==> config.mk <==
export PLATFORM = sky130hd
export DESIGN_NAME = scan_ctrl
export DESIGN_NICKNAME = d
export VERILOG_FILES = /design/src/rtl/scan_ctrl.sv
export SDC_FILE = /design/constraint.sdc
export NUM_CORES = 1
export LEC_CHECK = 0
export ABC_AREA = 1
export CORE_ASPECT_RATIO = 0.9
export CORE_MARGIN = 2
export CORE_UTILIZATION = 60
export DETAILED_ROUTE_END_ITERATION = 10
export PLACE_DENSITY_LB_ADDON = 0.08
export SLEW_MARGIN = 15
export SYNTH_ARGS = -nofsm -noshare
export SYNTH_HDL_FRONTEND = slang
export SYNTH_SLANG_ARGS = --single-unit
==> constraint.sdc <==
create_clock -name clk -period 7.31 [get_ports clk]
set_clock_uncertainty 0.15 [all_clocks]
set_input_delay 1.462 -clock clk [delete_from_list [all_inputs] [get_ports clk]]
set_output_delay 1.462 -clock clk [all_outputs]
set_load 0.05 [all_outputs]
==> src/rtl/scan_ctrl.sv <==
// Multiplexed eight-digit seven-segment scanner with dead-time blanking and frame-synchronous digit buffer.
// Optional leading-zero suppression is enabled by defining SCAN_LZ_BLANK_EN.
module scan_ctrl #(
    parameter int unsigned CLK_DIV = 50000,
    parameter int unsigned DEAD    = 4
) (
    input  logic        clk,
    input  logic        rst,
    input  logic        en,
    input  logic [31:0] digits,
    input  logic        load,
    output logic [6:0]  SSeg,
    output logic [7:0]  an,
    output logic        frame_done
);

    localparam int unsigned CNT_MAX = (CLK_DIV > DEAD) ? CLK_DIV : DEAD;
    localparam int unsigned CW      = (CNT_MAX > 2) ? $clog2(CNT_MAX) : 1;
    localparam logic [CW-1:0] SHOW_LAST = CW'(CLK_DIV - 1);
    localparam logic [CW-1:0] DEAD_LAST = CW'(DEAD - 1);
    localparam logic [CW-1:0] CNT_ZERO  = CW'(0);
    localparam logic [CW-1:0] CNT_ONE   = CW'(1);

    typedef enum logic {
        BLANK = 1'b0,
        SHOW  = 1'b1
    } state_t;

    state_t      state_q, state_d;
    logic [CW-1:0] cnt_q, cnt_d;
    logic [2:0]  idx_q, idx_d;
    logic [31:0] shadow_q, shadow_d;
    logic [31:0] pending_q, pending_d;
    logic        pend_vld_q, pend_vld_d;
    logic        boundary_s;
    logic [3:0]  nib_s;
    logic        lz_s;
    logic [7:0]  an_d;
    logic [6:0]  sseg_d;
    logic        fd_d;

    function automatic logic [6:0] seg_decode(input logic [3:0] nib);
        logic [6:0] seg;
        case (nib)
            4'd0:    seg = 7'b1000000;
            4'd1:    seg = 7'b1111001;
            4'd2:    seg = 7'b0100100;
            4'd3:    seg = 7'b0110000;
            4'd4:    seg = 7'b0011001;
            4'd5:    seg = 7'b0010010;
            4'd6:    seg = 7'b0000010;
            4'd7:    seg = 7'b1111000;
            4'd8:    seg = 7'b0000000;
            4'd9:    seg = 7'b0011000;
            default: seg = 7'b0111111;
        endcase
        return seg;
    endfunction

    // State, prescaler, digit index and digit buffers
    always_ff @(posedge clk or posedge rst) begin
        if (rst) begin
            state_q    <= BLANK;
            cnt_q      <= CNT_ZERO;
            idx_q      <= 3'd7;
            shadow_q   <= 32'd0;
            pending_q  <= 32'd0;
            pend_vld_q <= 1'b0;
        end else begin
            state_q    <= state_d;
            cnt_q      <= cnt_d;
            idx_q      <= idx_d;
            shadow_q   <= shadow_d;
            pending_q  <= pending_d;
            pend_vld_q <= pend_vld_d;
        end
    end

    // Next-state: dwell/blank sequencing and frame-boundary buffer swap
    always_comb begin
        state_d    = state_q;
        cnt_d      = cnt_q;
        idx_d      = idx_q;
        boundary_s = 1'b0;
        if (en) begin
            case (state_q)
                SHOW: begin
                    if (cnt_q == SHOW_LAST) begin
                        state_d = BLANK;
                        cnt_d   = CNT_ZERO;
                    end else begin
                        cnt_d = cnt_q + CNT_ONE;
                    end
                end
                BLANK: begin
                    if (cnt_q == DEAD_LAST) begin
                        state_d    = SHOW;
                        cnt_d      = CNT_ZERO;
                        idx_d      = idx_q + 3'd1;
                        boundary_s = (idx_q == 3'd7);
                    end else begin
                        cnt_d = cnt_q + CNT_ONE;
                    end
                end
                default: begin
                    state_d = BLANK;
                    cnt_d   = CNT_ZERO;
                end
            endcase
        end else begin
            state_d = state_q;
        end

        shadow_d   = shadow_q;
        pending_d  = pending_q;
        pend_vld_d = pend_vld_q;
        // A load landing on the boundary bypasses pending so it is not lost or shown a frame late
        if (boundary_s) begin
            pend_vld_d = 1'b0;
            if (load) begin
                shadow_d = digits;
            end else if (pend_vld_q) begin
                shadow_d = pending_q;
            end else begin
                shadow_d = shadow_q;
            end
        end else if (load) begin
            pending_d  = digits;
            pend_vld_d = 1'b1;
        end else begin
            pend_vld_d = pend_vld_q;
        end
    end

    // Output decode from current state and index
    always_comb begin
        nib_s = 4'(shadow_q >> {idx_q, 2'b00});
`ifdef SCAN_LZ_BLANK_EN
        lz_s  = (idx_q != 3'd0) && ((shadow_q >> {idx_q, 2'b00}) == 32'd0);
`else
        lz_s  = 1'b0;
`endif
        fd_d  = boundary_s;
        if (en && (state_q == SHOW)) begin
            an_d   = ~(8'd1 << idx_q);
            sseg_d = lz_s ? 7'h7F : seg_decode(nib_s);
        end else begin
            an_d   = 8'hFF;
            sseg_d = 7'h7F;
        end
    end

    // Registered display outputs
    always_ff @(posedge clk or posedge rst) begin
        if (rst) begin
            an         <= 8'hFF;
            SSeg       <= 7'h7F;
            frame_done <= 1'b0;
        end else begin
            an         <= an_d;
            SSeg       <= sseg_d;
            frame_done <= fd_d;
        end
    end

endmodule

==> qor.txt <==
status = finished clean
largest stage delay on the critical path = 1180 ps
Placed Area = 5743 um^2
largest cells by area after synthesis = dfrtp_1 (40%), nand2_1 (16%), nand3_1 (11%)
top cells by count, synth = nand2_1 (225), nand3_1 (115), dfrtp_1 (83)
first-pass GRT wire length = 18,280 um
FF+latch area = 2550 um^2
post-CTS sizing = 0
final-report setup violation count = 0
ANT cells = 0
initial antenna violation count = 0
Arr. time, crit path = 4600 ps
Reg power frac = 56.0%
Netlist cell types = 27
die area = 9481 um^2
reg2reg end = pending_q[5]
CP Capture Point = pending_q[5]
HPWL after DPL = 7000 um
max-cap check violation count = 0
Post-Route WL = 10,220 um
Switching Share = 27.92%
largest net degree at the start of global routing = 67
total negative slack = 0 ps
Initial DRT Pass Iterations = 4
Final Hold Fails = 0
starting density of the core = 61.33%
Synth Flop Type = dfrtp_1
ys async rst share = 100.0%
Cell Int Power = 795.7 uW
VDD IR max = 0.09158 mV
final instance area = 5946 um^2
synthesis-to-finish area growth = 13.68%
Reg2Reg Setup Slack = 3690 ps
Reg2Reg Depth = 6
Fmax achieved = 225.5 MHz
worst-path fanout max = 33
Critical Path Source Type = input port
Core Footprint = 8528 um^2
Switch Pwr = 308.3 uW
register area share after synthesis = 48.76%
DRC = 0
RR Startpoint = idx_q[0]
Worst Path Required = 7470 ps
crit share post-route = 60.66%
Reg clk slew, reported paths = 110 ps
Post-CTS Repair Setup Buffers = 0
gr ovfl total = 0
TritonCTS Buffers = 9
Final min period = 4434 ps
# rows = 32
share of the synthesized area in the top cell type = 39.71%
GRT Total Usage = 24.27%
Die Span Y = 92.57 um
RSZ-0062 raised after global routing = no
synthesized instance count = 634
mapped cell area = 5230 um^2
Leak Pwr = 2.990 nW
Skew-Pair Late Insertion Delay = 370 ps
# fillers = 721
Comb pwr share = 12.0%
pwr dens = 185.7 nW/um^2
mean post-synth cell area = 8.249 um^2
HP Class = flop to flop
top-count cell post-synth = nand2_1
IO Count = 52
vias in the first global route = 3,925
port bufs = 51
Die Width = 102.4 um
Max-slew headroom = 27.01%
critical-path cell list = clkdlybuf4s50_1 > inv_1 > nor2_2 > nand4_2 > nand2_1 > nand2_1 > nand2_1
CP delay by family, top = simple AND/OR/NAND/NOR gates
clock sinks = 101
cell mode on critical path = nand2_1
Vias = 4,154
via/cell ratio = 5.238
CTS tree = done
antenna-violating nets left = 0
Root Buffer Master = clkbuf_8
Clk pwr share = 32.0%
per-cell routed wire length = 12.89 um
buffers plus inverters on the worst setup path = 2
Max Buffers Root-to-Sink = 2
start point of the critical path = en
CP Depth = 7
gp weighted congestion = 0.8424
# hold bufs at CTS = 0
nets = 718
CP Capture Type = flop
1st-iter DRT viols = 266
EDFF count, synth = 0
Crit-path slowest cell = nand2_1
area leader, netlist = dfrtp_1
flops & latches, synth = 101
CP Class = input port to flop
Hold Crit Start = pending_q[19]
area of the multi-input gates = 2320 um^2
layout cells sized above 1 = 12.46%
fin. max-slew vios = 0
Worst-Margin Slew = 1092 ps
Ys Warns = 0
Max H-tree Level = 3
Syn Nets = 683
-- metrics by stage --
stage / std cells / utilization, % / total power, mW / setup WS, ps / hold slack [ps]
floorplan: 634 / - / 0.7153 / 3081 / 288.0
global placement: 777 / 67.34 / 0.7553 / 2570 / 299.9
detailed placement: 777 / 67.34 / 0.7604 / 2471 / 304.6
CTS: 793 / 69.72 / 1.114 / 2867 / 330.0
global route: 793 / 69.72 / 1.159 / 2567 / 346.0
finish: 793 / 69.72 / 1.104 / 2876 / 329.2
-- logic make-up (layout without fill, tap and decap cells) --
| group | count (synthesis) | count (layout) | synth area share, % |
|---|---|---|---|
| and+or+nand+nor | 387 | 387 | 32.06 |
| DFF | 101 | 101 | 48.76 |
| buffers and inverters | 83 | 123 | 6.890 |
| muxes | 32 | 32 | 6.890 |
| adders and majority gates | 13 | 13 | 3.110 |
| AOI/OAI and AO/OA | 11 | 11 | 1.124 |
| xor gates and xnor gates | 7 | 7 | 1.172 |
-- how the worst min path moves through the flow --
stage / to / slack (ps) / cells after the start
2_1_floorplan: pending_q[0] / 290 / 2
3_3_place_gp: pending_q[29] / 300 / 2
3_5_place_dp: pending_q[24] / 300 / 2
4_1_cts: pending_q[24] / 330 / 2
5_1_grt: pending_q[24] / 350 / 2
6_report: pending_q[19] / 330 / 2
-- layout by cell type, fill, tap and decap left out, types with 2 or more instances in the layout --
| cell | n |
|---|---|
| nor3_1 | 6 |
| nor2_2 | 4 |
| a21oi_1 | 4 |
| inv_1 | 48 |
| nand2_1 | 225 |
| xor2_1 | 6 |
| inv_8 | 2 |
| dfstp_2 | 18 |
| clkinv_4 | 2 |
| clkdlybuf4s50_1 | 50 |
| nor2_1 | 27 |
| dfrtp_1 | 83 |
| o21ai_0 | 6 |
| inv_2 | 5 |
| nand4_1 | 5 |
| clkbuf_8 | 10 |
| nand3_1 | 115 |
| mux2_2 | 32 |
| ha_1 | 13 |
| buf_4 | 2 |
-- area by class of cell --
class	count	area share, %
sequential	101	42.89
timing repair buffer	53	8.754
inverter	54	3.430
clock buffer	10	2.315
tap	119	2.504
multi-input combinational	450	39.02
clock inverter	6	1.094
-- metal layers --
metal  global-route usage [%]  share of wire [%]  up-vias
li1                         -                  -     2096
met1                    34.94                 48     1943
met2                    37.55                 46       99
met3                    5.887                4.9       16
met4                    5.444                1.1        0
met5                        0                  0        -
-- power by group through the flow --
stage	sequential, mW	combinational [mW]	clock (mW)
after floorplan	0.621	0.0941	0
after CTS	0.618	0.134	0.363
final	0.618	0.132	0.354
after detailed placement	0.627	0.133	0
after global placement	0.628	0.128	0
after global routing	0.624	0.150	0.386
-- worst min-delay path, stage by stage (launching register included) --
cell,delay [ps]
dfrtp_1,360
nand2_1,50
nand2_1,50
-- sequential cells by signal, summed over array words and instances (netlist names) --
register    count
SSeg            7
an              8
cnt_q          16
frame_done      1
idx_q           3
pend_vld_q      1
pending_q      32
shadow_q       32
state_q         1
No activity file was read; power rests on OpenSTA's default activity.
